==> config.mk <==
export PLATFORM = sky130hd
export DESIGN_NAME = char_motion_engine
export DESIGN_NICKNAME = d
export VERILOG_FILES = /design/src/rtl/char_motion_engine.sv
export SDC_FILE = /design/constraint.sdc
export NUM_CORES = 1
export LEC_CHECK = 0
export ABC_AREA = 1
export CAP_MARGIN = 20
export CORE_MARGIN = 2
export CORE_UTILIZATION = 50
export CTS_BUF_LIST = sky130_fd_sc_hd__clkbuf_8
export CTS_CLUSTER_DIAMETER = 150
export CTS_CLUSTER_SIZE = 40
export DETAILED_ROUTE_END_ITERATION = 8
export HOLD_SLACK_MARGIN = 0.06
export PLACE_DENSITY = 0.73
export SLEW_MARGIN = 30
export SYNTH_ARGS = -nofsm -noshare
export SYNTH_HDL_FRONTEND = slang
export SYNTH_SLANG_ARGS = --single-unit
==> constraint.sdc <==
create_clock -name CLK -period 4.6 [get_ports CLK]
set_clock_uncertainty 0.05 [all_clocks]
set_input_delay 0.92 -clock CLK [delete_from_list [all_inputs] [get_ports CLK]]
set_output_delay 0.92 -clock CLK [all_outputs]
set_load 0.05 [all_outputs]
==> src/rtl/char_motion_engine.sv <==
// Frame-tick driven character mover: walk, charge/launch jump, gravity, landing stun.
// Optional: define WALL_BOUNCE_EN to reflect vx on airborne side collisions instead of stopping.
module char_motion_engine #(
   parameter int unsigned POS_W      = 10,
   parameter int unsigned VEL_W      = 8,
   parameter int unsigned X_START    = 320,
   parameter int unsigned Y_START    = 410,
   parameter int unsigned X_MIN      = 110,
   parameter int unsigned X_MAX      = 432,
   parameter int unsigned Y_MIN      = 0,
   parameter int unsigned Y_MAX      = 479,
   parameter int unsigned CHAR_SIZE  = 4,
   parameter int unsigned X_STEP     = 1,
   parameter int unsigned X_JUMP     = 2,
   parameter int unsigned CHARGE_MAX = 15,
   parameter int unsigned JUMP_MULT  = 1,
   parameter int unsigned GRAVITY    = 1,
   parameter int unsigned VY_MAX     = 12,
   parameter int unsigned LAND_TICKS = 3,
   parameter logic [7:0]  KEY_JUMP   = 8'h2C,
   parameter logic [7:0]  KEY_LEFT   = 8'h04,
   parameter logic [7:0]  KEY_RIGHT  = 8'h07
) (
   input  logic             CLK,
   input  logic             Reset,
   input  logic             frame_tick,
   input  logic [7:0]       keycode0,
   input  logic [7:0]       keycode1,
   input  logic             left_collide,
   input  logic             right_collide,
   input  logic             top_collide,
   input  logic             bottom_collide,
   output logic [POS_W-1:0] char_x,
   output logic [POS_W-1:0] char_y,
   output logic [POS_W-1:0] char_size,
   output logic [3:0]       charge_level,
   output logic             airborne,
   output logic [3:0]       HEXstate
);

   localparam int unsigned SW  = POS_W + 2;
   localparam int unsigned VGW = VEL_W + 2;
   localparam int unsigned LCW = 8;
   localparam int          VMAG = 2 ** (VEL_W - 1);

   localparam logic signed [SW-1:0]    X_MIN_S   = $signed(SW'(X_MIN));
   localparam logic signed [SW-1:0]    X_MAX_S   = $signed(SW'(X_MAX));
   localparam logic signed [SW-1:0]    Y_MIN_S   = $signed(SW'(Y_MIN));
   localparam logic signed [SW-1:0]    Y_MAX_S   = $signed(SW'(Y_MAX));
   localparam logic signed [VGW-1:0]   VY_MAX_S  = $signed(VGW'(VY_MAX));
   localparam logic signed [VGW-1:0]   GRAV_S    = $signed(VGW'(GRAVITY));
   localparam logic signed [VEL_W-1:0] VX_JUMP_S = $signed(VEL_W'(X_JUMP));
   localparam logic signed [VEL_W-1:0] VMIN_S    = $signed(VEL_W'(VMAG));
   localparam logic                    LAND_NONE = (LAND_TICKS == 0);
   localparam logic [LCW-1:0]          LAND_LAST = (LAND_TICKS == 0) ? '0 : LCW'(LAND_TICKS - 1);

   typedef enum logic [1:0] {
      S_GROUND = 2'd0,
      S_CHARGE = 2'd1,
      S_AIR    = 2'd2,
      S_LAND   = 2'd3
   } state_t;

   state_t                  state;
   logic signed [VEL_W-1:0] vx, vy;
   logic [LCW-1:0]          land_cnt;

   logic                    jump_h, left_h, right_h, left_only, right_only;
   logic signed [VEL_W-1:0] vx_side, vy_ceil, vy_grav, vy_launch;
   logic signed [VGW-1:0]   vy_wide;
   logic signed [SW-1:0]    x_sum, y_sum;
   logic [POS_W-1:0]        x_clamp, y_clamp, walk_l, walk_r;
   logic                    land_pre;
   int                      launch_mag;

   assign char_size = POS_W'(CHAR_SIZE);

   // Key decode and all airborne/launch arithmetic for the current registers
   always_comb begin
      jump_h     = (keycode0 == KEY_JUMP)  || (keycode1 == KEY_JUMP);
      left_h     = (keycode0 == KEY_LEFT)  || (keycode1 == KEY_LEFT);
      right_h    = (keycode0 == KEY_RIGHT) || (keycode1 == KEY_RIGHT);
      left_only  = left_h && !right_h;
      right_only = right_h && !left_h;

      vx_side = vx;
      if ((left_collide && vx[VEL_W-1]) || (right_collide && !vx[VEL_W-1] && (vx != '0))) begin
`ifdef WALL_BOUNCE_EN
         vx_side = -vx;
`else
         vx_side = '0;
`endif
      end
      vy_ceil = (top_collide && vy[VEL_W-1]) ? '0 : vy;

      // Sums at POS_W+2 signed so the clamp sees true under/overflow
      x_sum = {2'b00, char_x} + {{(SW - VEL_W){vx_side[VEL_W-1]}}, vx_side};
      y_sum = {2'b00, char_y} + {{(SW - VEL_W){vy_ceil[VEL_W-1]}}, vy_ceil};

      if (x_sum < X_MIN_S)      x_clamp = POS_W'(X_MIN);
      else if (x_sum > X_MAX_S) x_clamp = POS_W'(X_MAX);
      else                      x_clamp = POS_W'(x_sum);

      if (y_sum < Y_MIN_S)      y_clamp = POS_W'(Y_MIN);
      else if (y_sum > Y_MAX_S) y_clamp = POS_W'(Y_MAX);
      else                      y_clamp = POS_W'(y_sum);

      vy_wide = {{2{vy_ceil[VEL_W-1]}}, vy_ceil} + GRAV_S;
      vy_grav = (vy_wide > VY_MAX_S) ? VEL_W'(VY_MAX) : VEL_W'(vy_wide);

      launch_mag = int'(charge_level) * int'(JUMP_MULT);
      vy_launch  = (launch_mag >= VMAG) ? VMIN_S : VEL_W'(-launch_mag);

      land_pre = bottom_collide && !vy[VEL_W-1];

      walk_l = (char_x >= POS_W'(X_MIN + X_STEP)) ? char_x - POS_W'(X_STEP) : POS_W'(X_MIN);
      walk_r = (char_x <= POS_W'(X_MAX - X_STEP)) ? char_x + POS_W'(X_STEP) : POS_W'(X_MAX);
   end

   // Motion FSM; every register advances only on frame_tick
   always_ff @(posedge CLK) begin
      if (!Reset) begin
         state        <= S_GROUND;
         char_x       <= POS_W'(X_START);
         char_y       <= POS_W'(Y_START);
         vx           <= '0;
         vy           <= '0;
         charge_level <= '0;
         land_cnt     <= '0;
         airborne     <= 1'b0;
         HEXstate     <= 4'd0;
      end else if (frame_tick) begin
         case (state)
            S_GROUND: begin
               if (!bottom_collide) begin
                  state    <= S_AIR;
                  vx       <= '0;
                  vy       <= '0;
                  airborne <= 1'b1;
                  HEXstate <= 4'd2;
               end else if (jump_h) begin
                  state        <= S_CHARGE;
                  charge_level <= '0;
                  HEXstate     <= 4'd1;
               end else if (left_only && !left_collide && (char_x > POS_W'(X_MIN))) begin
                  char_x <= walk_l;
               end else if (right_only && !right_collide && (char_x < POS_W'(X_MAX))) begin
                  char_x <= walk_r;
               end
            end
            S_CHARGE: begin
               if (jump_h) begin
                  if (charge_level < 4'(CHARGE_MAX)) charge_level <= charge_level + 4'd1;
               end else begin
                  state        <= S_AIR;
                  airborne     <= 1'b1;
                  HEXstate     <= 4'd2;
                  vy           <= vy_launch;
                  vx           <= left_only ? -VX_JUMP_S : (right_only ? VX_JUMP_S : '0);
                  charge_level <= '0;
               end
            end
            S_AIR: begin
               if (land_pre) begin
                  state    <= S_LAND;
                  vx       <= '0;
                  vy       <= '0;
                  land_cnt <= '0;
                  airborne <= 1'b0;
                  HEXstate <= 4'd3;
               end else begin
                  char_x <= x_clamp;
                  char_y <= y_clamp;
                  if (y_clamp == POS_W'(Y_MAX)) begin
                     state    <= S_LAND;
                     vx       <= '0;
                     vy       <= '0;
                     land_cnt <= '0;
                     airborne <= 1'b0;
                     HEXstate <= 4'd3;
                  end else begin
                     vx <= vx_side;
                     vy <= vy_grav;
                  end
               end
            end
            S_LAND: begin
               if (LAND_NONE || (land_cnt == LAND_LAST)) begin
                  state    <= S_GROUND;
                  land_cnt <= '0;
                  HEXstate <= 4'd0;
               end else begin
                  land_cnt <= land_cnt + LCW'(1);
               end
            end
            default: begin
               state    <= S_GROUND;
               HEXstate <= 4'd0;
               airborne <= 1'b0;
            end
         endcase
      end
   end

endmodule

==> results list <==
- The flow ran to the end, and the final reports show no timing, DRC or antenna violations.
- In the detailed route, the total length drawn on met2 is 6.01 mm.
- In the detailed route, the total length drawn on met3 is 703 um.
* Clock tree from TritonCTS: done
- The finished cells cover 5750 um2.
* Final core utilization: 0.586
- Yosys mapped a number of flops with a built-in enable equal to 0.
* Worst hold slack after final layout: 0.424 ns
- Mapped cell area: 5060 um2
- Compared with the post-synthesis result, the final layout area differs by 13.7%.
- Entering global routing, the biggest net connects 21 pins.
- TritonCTS buffer count: 5
* Count of synthesis-stage warnings from yosys: 0
* Setup violation total in the final timing report: 0
- STA classifies the critical path startpoint as an input pin.
- Data arrival time of the worst path: 4.26 ns
- Static leakage: 2.58 nW
* Resized Gates After CTS: 0
- Final instance count without filler cells: 998
- The region available for standard cell placement spans 9820 um2.
* Type of destination of the critical path: flop
- Per-instance average area after synthesis: 6.16 um2
- Detailed placement ended at an HPWL of 10.4 mm.
- In this run the power density over the cells is 184 nW/um2.
- Of the total synthesized cell area, the portion taken by AND, OR, NAND and NOR gates is 0.382.
- The first global-routing pass estimated 22.2 mm of wire.
- Post-DR wirelength/cell: 13.2 um
- Unrepaired setup endpoints after global routing: false
* Placed Area: 5620 um2
- The highest layer touched by signal routing is met4.
- Synthesis-stage register bit count: 51
- Worst slew margin relative to its limit: 0.445
* Pre-CTS setup slack: 0.173 ns
- The detail route stage leaves a number of antenna-violating nets equal to 0.
- Accumulated negative setup slack: 0 ns
* Post-layout min period: 4.14 ns
- Mux cell area share after synthesis: 0
* Chip height: 105 um
- Antenna cell count: 0
- The clock passes through at most 2 buffers.
* Worst Tran Pin Value: 0.822 ns
- For this run the aggregate overflow at the end of global routing stands at 0.
- Met1 layer wirelength in the final routing: 6.27 mm
- Max Cap Viol: 0
* Number of library cell types mapped by synthesis: 53
- The area fraction in compound gates after synthesis is 0.159.
- Path type of the worst min-delay path: reg2reg
- Combinational family with the most area after synthesis: simple AND/OR/NAND/NOR gates
- Min setup slack post-route: 0.464 ns
* Total Die Area: 10,900 um2
- Post-route DRC: 0
* Initial antenna violation count: 0
* Post-CTS setup buffers: 0
- The number of global-route vias before repair is 4,865.
* GRT Total Usage: 0.240
- For this configuration, the core starts out at a cell density of 0.515.
- Timing-limited maximum frequency: 242 MHz
- Wires add up to 13.2 mm.
* Share of the synthesized netlist area taken by xor and xnor gates: 0.0502
- In the final design database the tool counted 920 nets.
- The congestion estimate from routability-driven global placement came to 0.953.
* Max Fanout on Critical Path: 9
- The clock reaches the later pin of the worst-skew pair after 0.32 ns.
- After the first detailed-routing iteration, the DRC count stood at 239.
- Sequential share of the synthesized area: 0.202
* Hold-fix buffers, CTS: 0
- The critical path is of the in2reg type.
* Crit path required time: 4.72 ns
- The tree built by TritonCTS fans out to 51 sinks.
- The floorplan step set the die width to 105 um.
- H-tree levels: 2
* Port-buffer cells: 49
* Layout cells sized above 1: 0.0821
- Share of the clock period used by the worst path after layout: 0.899
* Cell count after placement: 990
* Fraction of the mapped netlist area in adder cells: 0.0831
- Synth async-reset ratio: 0
- The total count of max-transition violations in the final report came to 0.
- IR drop worst, VDD: 0.000148 V
- Clock input transition at the sequential cells of the worst setup and hold paths: 0.10 ns
* Number of hold violations in the final report: 0
- The root buffer cell chosen for the clock tree is sky130_fd_sc_hd__clkbuf_8.
* Via density per instance: 5.35
* Total chip power: 1.06 mW
- Synth Instances: 821
- Number of I/O pins: 62
- After floorplanning, the core was divided into 36 placement rows.
- In the synthesized netlist the dominant register cell turns out to be sky130_fd_sc_hd__dfxtp_1.
- Vias: 5,341
- The first detailed-routing pass took 6 iterations.
[layout by cell type, fill, tap and decap left out, drive strengths merged, types with 2 or more instances in the layout]
cell,synthesis,routed
clkdlybuf4s50,0,49
nor2,72,72
dfxtp,51,51
nand2,230,230
and3,2,2
xnor2,9,9
clkinv,2,2
nor4,4,4
nand3b,2,2
a22oi,2,2
or2,6,6
nor3b,4,4
xor2,20,20
inv,111,111
o21ai,42,42
clkbuf,9,5
nand3,73,73
o31ai,2,2
a211oi,5,5
buf,22,8
nor3,14,14
and2,2,2
conb,2,12
a31oi,10,10
bufinv,0,2
nand4,9,9
a21oi,70,70
o211ai,4,4
ha,32,32
[worst max-delay path: stages]
cell                              delay (ns)
sky130_fd_sc_hd__clkdlybuf4s50_1        0.45
sky130_fd_sc_hd__nor2_1                 0.16
sky130_fd_sc_hd__a21oi_1                0.12
sky130_fd_sc_hd__nor2_1                 0.19
sky130_fd_sc_hd__ha_1                   0.20
sky130_fd_sc_hd__inv_1                  0.06
sky130_fd_sc_hd__fa_1                   0.39
sky130_fd_sc_hd__o21ai_0                0.41
sky130_fd_sc_hd__a21oi_1                0.11
sky130_fd_sc_hd__o21ai_0                0.21
sky130_fd_sc_hd__xor2_1                 0.11
sky130_fd_sc_hd__inv_1                  0.08
sky130_fd_sc_hd__nand3_1                0.05
sky130_fd_sc_hd__and3_1                 0.15
sky130_fd_sc_hd__a21oi_2                0.34
sky130_fd_sc_hd__o21ai_0                0.15
sky130_fd_sc_hd__nand2_1                0.09
sky130_fd_sc_hd__a21oi_1                0.07
[metal layers]
layer	track usage	up-vias
met5	0	-
met3	0.0349	14
met4	0.0590	0
met1	0.327	2451
met2	0.399	151
li1	-	2725
[report_power, final]
group          leakage, nW  switching, mW  total, mW  internal [mW]
registers            0.412         0.0140      0.463          0.449
clock network       0.0644          0.168      0.385          0.217
logic                 2.11          0.143      0.212         0.0685
[path summary, 6_finish.rpt]
kind | start | cells past startpoint | slack (ns) | end
setup / recovery | left_collide | 18 | 0.46 | char_x[1]$_SDFFE_PN0P_
hold reg to reg | vx[3]$_SDFFE_PN0P_ | 2 | 0.42 | vx[3]$_SDFFE_PN0P_
setup reg to reg | vx[1]$_SDFFE_PN0P_ | 19 | 0.91 | char_x[1]$_SDFFE_PN0P_
hold / removal | vx[3]$_SDFFE_PN0P_ | 2 | 0.42 | vx[3]$_SDFFE_PN0P_
[cell usage after synthesis (4+ instances only)]
cell type                  instances  area share
sky130_fd_sc_hd__nand3_2           8       0.016
sky130_fd_sc_hd__nand2_2          19       0.023
sky130_fd_sc_hd__nand3_1          64       0.063
sky130_fd_sc_hd__ha_1             32       0.079
sky130_fd_sc_hd__a31oi_1          10       0.012
sky130_fd_sc_hd__dfxtp_1          51        0.20
sky130_fd_sc_hd__inv_1           108       0.080
sky130_fd_sc_hd__nor4_1            4      0.0049
sky130_fd_sc_hd__buf_2             7      0.0069
sky130_fd_sc_hd__xor2_1           20       0.035
sky130_fd_sc_hd__nor2_1           64       0.047
sky130_fd_sc_hd__a21oi_1          66       0.065
sky130_fd_sc_hd__xnor2_1           9       0.016
sky130_fd_sc_hd__nor3_1           13       0.013
sky130_fd_sc_hd__nand4_1           9       0.011
sky130_fd_sc_hd__buf_4            12       0.018
sky130_fd_sc_hd__o211ai_1          4      0.0059
sky130_fd_sc_hd__a21oi_2           4      0.0069
sky130_fd_sc_hd__a211oi_1          5      0.0074
sky130_fd_sc_hd__clkbuf_1          9      0.0067
sky130_fd_sc_hd__nand2_1         208        0.15
sky130_fd_sc_hd__nor2_2            7      0.0087
sky130_fd_sc_hd__o21ai_0          41       0.041
sky130_fd_sc_hd__or2_2             5      0.0062
[cells by family (layout without fill, tap and decap cells)]
group           count (synthesis)  in the layout
compound gates                143            143
xor+xnor                       29             29
fa+ha+maj                      33             33
buf+inv                       144            178
flops                          51             51
other cells                     2             12
simple gates                  419            419
[state kept, by name, summed over array words and instances, names as in the netlist]
signal        count
HEXstate          2
airborne          1
vy                8
char_x           10
vx                8
charge_level      4
land_cnt          8
char_y           10
[final cells by class]
| type | count | area, um2 |
|---|---|---|
| Clock buffer | 5 | 68.8 |
| Clock inverter | 3 | 67.6 |
| Fill cell | 994 | 4070 |
| Inverter | 113 | 424 |
| Multi-Input combinational cell | 636 | 3460 |
| Sequential cell | 51 | 1020 |
| Tap cell | 133 | 166 |
| Timing Repair Buffer | 57 | 551 |
(Power assumes the default switching activity.)
